File: src/rtl/jdrosent_edge_pulse_gen_pkg.sv
// Shared definitions for the edge pulse generator: FSM state encoding and
// default widths for the pulse-count and phase-length configuration.
// Optional feature macro used by the top: PULSE_GEN_REPEAT_EN.
package jdrosent_edge_pulse_gen_pkg;

  localparam int unsigned CNT_W_DEF = 4;
  localparam int unsigned LEN_W_DEF = 3;

  typedef enum logic [1:0] {
    ST_IDLE = 2'd0,
    ST_HIGH = 2'd1,
    ST_LOW  = 2'd2,
    ST_DONE = 2'd3
  } pulse_state_e;

endpackage

File: src/rtl/jdrosent_phase_counter.sv
// Loadable down-counter timing one high or low phase.
// Ports:
//   clk, rst_n : clock, async active-low reset
//   load       : load load_val (priority over en)
//   en         : decrement by one, holds at zero (no wrap)
//   load_val   : phase length minus one
//   zero_c     : counter is at its terminal value
module jdrosent_phase_counter #(
  parameter int unsigned LEN_W = 3
) (
  input  logic             clk,
  input  logic             rst_n,
  input  logic             load,
  input  logic             en,
  input  logic [LEN_W-1:0] load_val,
  output logic             zero_c
);

  logic [LEN_W-1:0] cnt_q;

  // Down-count with load priority; terminal value sticks at zero
  always_ff @(posedge clk or negedge rst_n) begin
    if (!rst_n) begin
      cnt_q <= '0;
    end else if (load) begin
      cnt_q <= load_val;
    end else if (en && (cnt_q != '0)) begin
      cnt_q <= cnt_q - LEN_W'(1);
    end
  end

  assign zero_c = (cnt_q == '0);

endmodule

File: src/rtl/jdrosent_edge_pulse_gen.sv
// Programmable burst generator: emits count rising edges on pulse_o, each
// high for high_len+1 cycles and low for low_len+1 cycles, then a one-cycle
// done strobe. Config is latched at launch; start is edge-triggered and only
// honoured while idle.
// Ports:
//   clk, rst_n          : clock, async active-low reset
//   start               : burst request (0->1 sampled on clk)
//   count               : pulses per burst (0 -> straight to done)
//   high_len, low_len   : phase lengths minus one
//   pulse_o             : registered pulse train
//   busy                : high from launch through the done cycle
//   done                : one-cycle end-of-burst strobe
//   repeat_en           : only with PULSE_GEN_REPEAT_EN; relaunch from done
module jdrosent_edge_pulse_gen
  import jdrosent_edge_pulse_gen_pkg::*;
#(
  parameter int unsigned CNT_W = CNT_W_DEF,
  parameter int unsigned LEN_W = LEN_W_DEF
) (
  input  logic             clk,
  input  logic             rst_n,
  input  logic             start,
  input  logic [CNT_W-1:0] count,
  input  logic [LEN_W-1:0] high_len,
  input  logic [LEN_W-1:0] low_len,
  output logic             pulse_o,
  output logic             busy,
  output logic             done
`ifdef PULSE_GEN_REPEAT_EN
  ,
  input  logic             repeat_en
`endif
);

  pulse_state_e     state_q, state_nxt;
  logic             start_q;
  logic [CNT_W-1:0] rem_q, rem_nxt;
  logic [LEN_W-1:0] cfg_high_q, cfg_high_nxt;
  logic [LEN_W-1:0] cfg_low_q, cfg_low_nxt;
`ifdef PULSE_GEN_REPEAT_EN
  logic [CNT_W-1:0] cfg_cnt_q, cfg_cnt_nxt;
`endif
  logic             pulse_nxt, busy_nxt, done_nxt;
  logic             launch_c;
  logic             ph_load, ph_en, ph_zero_c;
  logic [LEN_W-1:0] ph_val;

  assign launch_c = start & ~start_q & (state_q == ST_IDLE);

  jdrosent_phase_counter #(.LEN_W(LEN_W)) u_phase (
    .clk      (clk),
    .rst_n    (rst_n),
    .load     (ph_load),
    .en       (ph_en),
    .load_val (ph_val),
    .zero_c   (ph_zero_c)
  );

  // State, latched config and registered outputs
  always_ff @(posedge clk or negedge rst_n) begin
    if (!rst_n) begin
      state_q    <= ST_IDLE;
      start_q    <= 1'b0;
      rem_q      <= '0;
      cfg_high_q <= '0;
      cfg_low_q  <= '0;
`ifdef PULSE_GEN_REPEAT_EN
      cfg_cnt_q  <= '0;
`endif
      pulse_o    <= 1'b0;
      busy       <= 1'b0;
      done       <= 1'b0;
    end else begin
      state_q    <= state_nxt;
      start_q    <= start;
      rem_q      <= rem_nxt;
      cfg_high_q <= cfg_high_nxt;
      cfg_low_q  <= cfg_low_nxt;
`ifdef PULSE_GEN_REPEAT_EN
      cfg_cnt_q  <= cfg_cnt_nxt;
`endif
      pulse_o    <= pulse_nxt;
      busy       <= busy_nxt;
      done       <= done_nxt;
    end
  end

  // Next state, phase-counter control and next outputs
  always_comb begin
    state_nxt    = state_q;
    rem_nxt      = rem_q;
    cfg_high_nxt = cfg_high_q;
    cfg_low_nxt  = cfg_low_q;
`ifdef PULSE_GEN_REPEAT_EN
    cfg_cnt_nxt  = cfg_cnt_q;
`endif
    ph_load      = 1'b0;
    ph_en        = 1'b0;
    ph_val       = cfg_high_q;

    unique case (state_q)
      ST_IDLE: begin
        if (launch_c) begin
          cfg_high_nxt = high_len;
          cfg_low_nxt  = low_len;
`ifdef PULSE_GEN_REPEAT_EN
          cfg_cnt_nxt  = count;
`endif
          rem_nxt      = count;
          if (count != '0) begin
            state_nxt = ST_HIGH;
            ph_load   = 1'b1;
            ph_val    = high_len;
          end else begin
            state_nxt = ST_DONE;
          end
        end
      end
      ST_HIGH: begin
        if (ph_zero_c) begin
          state_nxt = ST_LOW;
          ph_load   = 1'b1;
          ph_val    = cfg_low_q;
        end else begin
          ph_en = 1'b1;
        end
      end
      ST_LOW: begin
        if (ph_zero_c) begin
          // Last pulse when one remains; remaining count never underflows
          if (rem_q > CNT_W'(1)) begin
            rem_nxt   = rem_q - CNT_W'(1);
            state_nxt = ST_HIGH;
            ph_load   = 1'b1;
            ph_val    = cfg_high_q;
          end else begin
            rem_nxt   = '0;
            state_nxt = ST_DONE;
          end
        end else begin
          ph_en = 1'b1;
        end
      end
      ST_DONE: begin
        state_nxt = ST_IDLE;
`ifdef PULSE_GEN_REPEAT_EN
        if (repeat_en) begin
          rem_nxt = cfg_cnt_q;
          if (cfg_cnt_q != '0) begin
            state_nxt = ST_HIGH;
            ph_load   = 1'b1;
            ph_val    = cfg_high_q;
          end else begin
            state_nxt = ST_DONE;
          end
        end
`endif
      end
      default: state_nxt = ST_IDLE;
    endcase

    pulse_nxt = (state_nxt == ST_HIGH);
    busy_nxt  = (state_nxt != ST_IDLE);
    done_nxt  = (state_nxt == ST_DONE);
  end

endmodule
File: config.mk
export PLATFORM = sky130hd
export DESIGN_NAME = jdrosent_edge_pulse_gen
export DESIGN_NICKNAME = d
export VERILOG_FILES = /design/src/rtl/jdrosent_edge_pulse_gen_pkg.sv /design/src/rtl/jdrosent_phase_counter.sv /design/src/rtl/jdrosent_edge_pulse_gen.sv
export SDC_FILE = /design/constraint.sdc
export NUM_CORES = 1
export LEC_CHECK = 0
export BUFFER_PORTS_ARGS = -buffer_cell sky130_fd_sc_hd__buf_2
export CAP_MARGIN = 20
export CORE_MARGIN = 5
export CORE_UTILIZATION = 50
export CTS_BUF_LIST = sky130_fd_sc_hd__clkbuf_4 sky130_fd_sc_hd__clkbuf_8
export DETAILED_ROUTE_END_ITERATION = 16
export HOLD_SLACK_MARGIN = 0.03
export PLACE_DENSITY = 0.79
export SLEW_MARGIN = 20
export SYNTH_ARGS = -nofsm -noshare
export SYNTH_HDL_FRONTEND = slang
export SYNTH_HIERARCHICAL = 1
export SYNTH_SLANG_ARGS = --single-unit
File: constraint.sdc
create_clock -name clk -period 2.3 [get_ports clk]
set_input_delay 0.69 -clock clk [delete_from_list [all_inputs] [get_ports clk]]
set_output_delay 0.69 -clock clk [all_outputs]
set_load 0.01 [all_outputs]
# Word level (Yosys, flattened, before mapping)
# Index checks and enable logic that the tools add are counted.
op_classes:
  add_sub_neg: 2
  order_cmp: 1
  n_eq_ne: 7
  mux: 24
  bitwise: 3
  n_reduce_logical: 11
ops:
  columns: ["op", "count"]
  rows:
  - ["3-bit two-way mux", 5]
  - ["4-bit two-way mux", 3]
  - ["2-bit two-way mux", 5]
  - ["2-bit one-hot mux with 4 select lines", 1]
  - ["4-bit one-hot mux with 2 select lines", 1]
  - ["1-bit two-way mux", 7]
  - ["2-bit equality test (second input constant)", 3]
  - ["3-bit one-hot mux with 2 select lines", 1]
  - ["2-bit nonzero test", 3]
  - ["2-bit by 1-bit equality test with 1-bit output (second input constant)", 2]
  - ["4-bit by 1-bit greater-than comparator with 1-bit output (second input constant)", 1]
  - ["2-bit != test (second input constant)", 2]
  - ["4-bit nonzero test", 1]
  - ["4-bit by 1-bit subtractor with 4-bit output (second input constant)", 1]
  - ["3-bit logical NOT", 1]
  - ["1-bit one-hot mux with 3 select lines", 1]
  - ["3-bit AND reduction", 1]
  - ["3-bit nonzero test", 1]
  - ["3-bit by 1-bit subtractor with 3-bit output (second input constant)", 1]
  - ["1-bit bitwise AND", 2]
  - ["2-bit logical NOT", 1]
  - ["2-bit AND reduction", 1]
  - ["2-bit OR reduction", 1]
  - ["1-bit logical AND", 1]
  - ["1-bit inverter", 1]
word_totals:
  register_bits: 19
  in_bits: 13
  output_inout_bits: 3
  elab_cells: 57

# Depth between registers and ports, before layout
depth:
  word_depth: 6
  ltp_mapped: 9
  ltp_nobuf: 8

# Cells and area by module
# Netlist, hierarchy kept.
by_module_without_submodules:
  columns: ["mod", "instances", "cells_each", "area_each_um2", "seq_area_each_um2"]
  rows:
  - ["jdrosent_edge_pulse_gen", 1, 89, 924.6, 400.4]
  - ["jdrosent_phase_counter", 1, 19, 190.2, 75.1]

# Least setup slack after synthesis
# Ideal clock, no wire load.
synth_timing:
  kind: "register to register"
  from: "register state_q[1]"
  to: "register u_phase.cnt_q[1]"
  setup_ps: 152
  arrival_ps: 2112
  t_required_ps: 2148
  setup_slack_ps: 36
  path_stages_with_launch: 10
  n_path_buf: 1
  period_less_slack_ps: 2264
  cell_sequence: "dfrtp_1 inv_1 ha_1 buf_2 nand3b_1 nor2_1 nor3b_1 nor3_1 or4b_1 o311ai_1"
synth_via:
  elab_chain_cells: 5
  elab_cells_between_ends: 13
synth_lines:
  columns: ["item", "line_no", "text"]
  rows:
  - ["start, declared", "jdrosent_edge_pulse_gen.sv:35", "pulse_state_e state_q, state_nxt;"]
  - ["start signal, assigned", "jdrosent_edge_pulse_gen.sv:74", "state_q <= state_nxt;"]
  - ["2-bit logical NOT", "jdrosent_edge_pulse_gen.sv:48, jdrosent_edge_pulse_gen.sv:101", null]
  - ["1-bit bitwise AND", "jdrosent_edge_pulse_gen.sv:48", "assign launch_c = start & ~start_q & (state_q == ST_IDLE);"]
  - ["1-bit two-way mux", "jdrosent_edge_pulse_gen.sv:103", "if (launch_c) begin"]
  - ["1-bit one-hot mux with 3 select lines (*)", "jdrosent_edge_pulse_gen.sv:101", "unique case (state_q)"]
  - ["via ph_load", "jdrosent_edge_pulse_gen.sv:45", "logic ph_load, ph_en, ph_zero_c;"]
  - ["3-bit two-way mux / 2-bit nonzero test (equally long branches)", null, null]
  - ["end signal, assigned", "jdrosent_phase_counter.sv:26", "cnt_q <= load_val;"]
  - ["end signal, assigned", "jdrosent_phase_counter.sv:28", "cnt_q <= cnt_q - LEN_W'(1);"]
  - ["end, declared", "jdrosent_phase_counter.sv:19", "logic [LEN_W-1:0] cnt_q;"]
# Mark *: on every way through the listed nets, which the timed path passes. The rest lies on a longest branch.
# A chain may end at the register's enable or synchronous reset.

# Worst setup path after layout
layout_timing:
  from: "register rem_q[0]"
  to: "register u_phase.cnt_q[2]"
layout_via:
  elab_chain_cells: 5
  elab_cells_between_ends: 6
layout_lines:
  columns: ["item", "line_no", "text"]
  rows:
  - ["start, declared", "jdrosent_edge_pulse_gen.sv:37", "logic [CNT_W-1:0] rem_q, rem_nxt;"]
  - ["start signal, assigned", "jdrosent_edge_pulse_gen.sv:76", "rem_q <= rem_nxt;"]
  - ["4-bit by 1-bit greater-than comparator with 1-bit output (*)", "jdrosent_edge_pulse_gen.sv:131", "if (rem_q > CNT_W'(1)) begin"]
  - ["1-bit two-way mux (*)", "jdrosent_edge_pulse_gen.sv:131", null]
  - ["1-bit two-way mux (*)", "jdrosent_edge_pulse_gen.sv:129", "if (ph_zero_c) begin"]
  - ["1-bit one-hot mux with 3 select lines (*)", "jdrosent_edge_pulse_gen.sv:101", null]
  - ["via ph_load", "jdrosent_edge_pulse_gen.sv:45", null]
  - ["3-bit two-way mux / 2-bit nonzero test (equally long branches)", null, null]
# Marks and branches as above.

==> results by group <==
Status
  • Outcome: complete, no violations

Die
  • Full die area: 3270 µm²
  • Core Area: 2170 µm²
  • Die Span Y: 57.2 µm
  • Chip Width: 57.2 µm
  • Number of primary I/O pins: 16
  • Initial core utilization: 51.4%
  • # rows: 17

CTS
  • CTS tree: yes
  • Post-CTS setup buffers: 0
  • Root buffer cell: clkbuf_4
  • CTS Buffer Depth: 2
  • Clock latency on the worst-skew pair: 0.31 ns
  • TritonCTS buffer count: 3
  • CTS Sinks: 19
  • Clock Pin Slew Worst Setup and Hold Paths: 0.11 ns
  • Max H-tree Level: 1

Global route
  • Vias in the first global route: 955
  • Largest net degree at the start of global routing: 20
  • First-pass GRT wire length: 4.01 mm
  • Initial antenna violation count: 0
  • GRT Total Usage: 15.9%
  • GRT Residual Overflow: 0

STA
  • Setup TNS: 0 ns
  • Rel. slew slack: 66.0%
  • Final setup violating endpoints: 0
  • Worst Tran Pin Value: 0.509 ns
  • Final hold vios: 0
  • Final period util: 94.9%
  • Clock skew: 0.00357 ns
  • Max Slew Vio Count: 0
  • Peak Freq: 458 MHz
  • Minimum clock period: 2.18 ns

Critical path
  • Critical Path End: u_phase/cnt_q[2]
  • Setup crit start: rem_q[0]
  • Flop2flop setup slack: 0.12 ns
  • Worst EP arrival: 2.39 ns
  • Worst Setup Start Kind: flop
  • Worst r2r path cells: 8
  • Setup crit end kind: flop
  • Reg2reg end: u_phase/cnt_q[2]
  • Reg2reg start: rem_q[0]
  • Crit path required time: 2.51 ns
  • CP max FO: 5
  • Setup CP Type: reg2reg

Finish
  • Fillers: 196
  • Post-layout instance area: 1320 µm²
  • Most frequent cells in the layout: dfrtp_1, buf_2, inv_1
  • Post-layout util: 60.7%
  • Commonest non-fill, non-tap cell in the layout: dfrtp_1
  • Register area: 475 µm²
  • Nets: 154
  • Footprint of the multi-input gates: 596 µm²
  • Share of cells above drive strength 1: 28.0%
  • N_diodes: 0
  • Area growth syn-to-layout: 18.1%
  • Non-Filler Instances: 160

Routing
  • Iter 0 DRT Violations: 15
  • WL/cell: 14.4 µm
  • Final wirelength: 2.30 mm
  • DRC violations left: 0
  • Vias/cell: 5.69
  • Pre-antenna DRT Iters: 4
  • Total number of vias: 910
  • Antenna Nets Post-Route: 0

Logic synthesis
  • Syn Nets: 129
  • Simple-gate portion of the synthesized area: 19.5%
  • Synth Instances: 108
  • Adder-Cell Fraction of Synth Area: 8.98%
  • Mapped cell area: 1110 µm²
  • Post-synthesis compound-gate area fraction: 14.7%
  • Yosys cell types: 31
  • Largest family of logic cells by synthesized area: simple AND/OR/NAND/NOR gates
  • Synth warnings: 6
  • Post-Synth XOR/XNOR Area: 0%
  • Mux contribution to synthesized area: 8.75%
  • Syn Area/Cell: 10.3 µm²
  • Synthesized flop and latch total: 19
  • Seq/Total Area, Yosys: 42.6%

Run
  • Max_cap viols: 0

Place
  • Dpl cells: 156
  • Cell Area, Placed: 1270 µm²
  • RD Place Congestion: 0.805
  • # port buffers: 15
  • DP Wirelength: 1.79 mm

Pwr
  • Pwr dens: 1280 nW/µm²
  • Pleak: 0.638 nW
  • Peak supply drop: 0.641 mV

Worst hold path
  • Hold crit path type: in2async
-- flip-flops by register name (all words and copies together) (netlist names) --
signal / cells
pulse_o: 1
u_phase/cnt_q: 3
rem_q: 4
cfg_high_q: 3
start_q: 1
busy: 1
cfg_low_q: 3
done: 1
state_q: 2
-- through the flow --
stage,power [mW],hold slack (ns),setup WS (ns)
after floorplan,1.21,0.394,0.0358
after global placement,1.43,0.484,-0.0854
after detailed placement,1.49,0.496,-0.218
after CTS,1.68,0.303,0.0671
after global routing,1.84,0.314,-0.0374
final,1.68,0.295,0.117
-- worst max-delay path, stage by stage (launching register included) --
cell      delay, ns
dfrtp_1        0.43
inv_1          0.07
ha_1           0.18
nor2_1         0.08
o31ai_2        0.28
nor3b_1        0.28
nor3_2         0.10
or4b_1         0.55
o311ai_1       0.10
-- what timing repair did --
item / CTS / global route
endpoints found under the setup margin: 0 / 3
endpoints found under the hold margin: 0 / 0
gates resized for setup: 0 / 3
hold buffers: 0 / 0
-- layout make-up --
type                    instances  area share (%)
clock buffers                   4            2.28
multi-input cells              74            45.2
flip-flops and latches         19            36.1
inverters                      12            3.42
repair buffers                 23            10.3
well taps                      28            2.66
-- Yosys cell counts --
cell      number  area (µm²)
a2111o_1       1        11.3
a21oi_1        2        10.0
a221o_1        3        30.0
a221oi_1       1        8.76
and2_1         1        6.26
and3_1         3        18.8
and4b_1        2        20.0
buf_2          3        15.0
dfrtp_1       19         475
ha_1           8         100
inv_1         12        45.0
mux2_2         6        67.6
mux2i_1        3        30.0
nand2_1        8        30.0
nand2b_1       1        6.26
nand2b_4       1        13.8
nand3b_1       1        7.51
nor2_1         9        33.8
nor2b_1        2        12.5
nor3_1         2        10.0
nor3b_1        3        22.5
nor4_1         1        6.26
o211ai_1       3        22.5
o21a_1         2        15.0
o221ai_1       2        17.5
o22ai_1        1        6.26
o311ai_0       1        8.76
o311ai_1       2        17.5
o31ai_1        1        7.51
o32ai_1        1        8.76
or4b_1         3        30.0
-- report_power, final --
part	internal, mW	switching [mW]	total [mW]
Sequential	0.487	0.0920	0.579
Combinational	0.440	0.478	0.917
Clock	0.0797	0.106	0.186
Total	1.01	0.676	1.68
-- cell families (layout without fill, tap and decap cells) --
| group | count (synthesis) | in the layout |
|---|---|---|
| AO/OA/AOI/OAI | 20 | 20 |
| multiplexers | 9 | 9 |
| AND/OR/NAND/NOR | 37 | 37 |
| adder cells (fa/ha/maj) | 8 | 8 |
| flip-flops | 19 | 19 |
| buffers and inverters | 15 | 39 |
-- per-layer routing --
metal  wire length, µm  GRT usage (%)  share of wire (%)  up-vias
li1                  -              -                  -      442
met1               944           17.3                 41      451
met2              1230           28.5                 53       12
met3                80           4.07                3.5        5
met4                47           7.95                2.0        0
met5                 0              0                  0        -
-- worst min-delay path by stage --
stage / to / cells after the start
after floorplan: busy / 0
after global placement: cfg_low_q[1] / 1
after detailed placement: cfg_low_q[1] / 1
after CTS: cfg_high_q[1] / 1
after global routing: cfg_low_q[2] / 1
final: pulse_o / 1
Note: power is estimated with default switching activity, not from simulation.
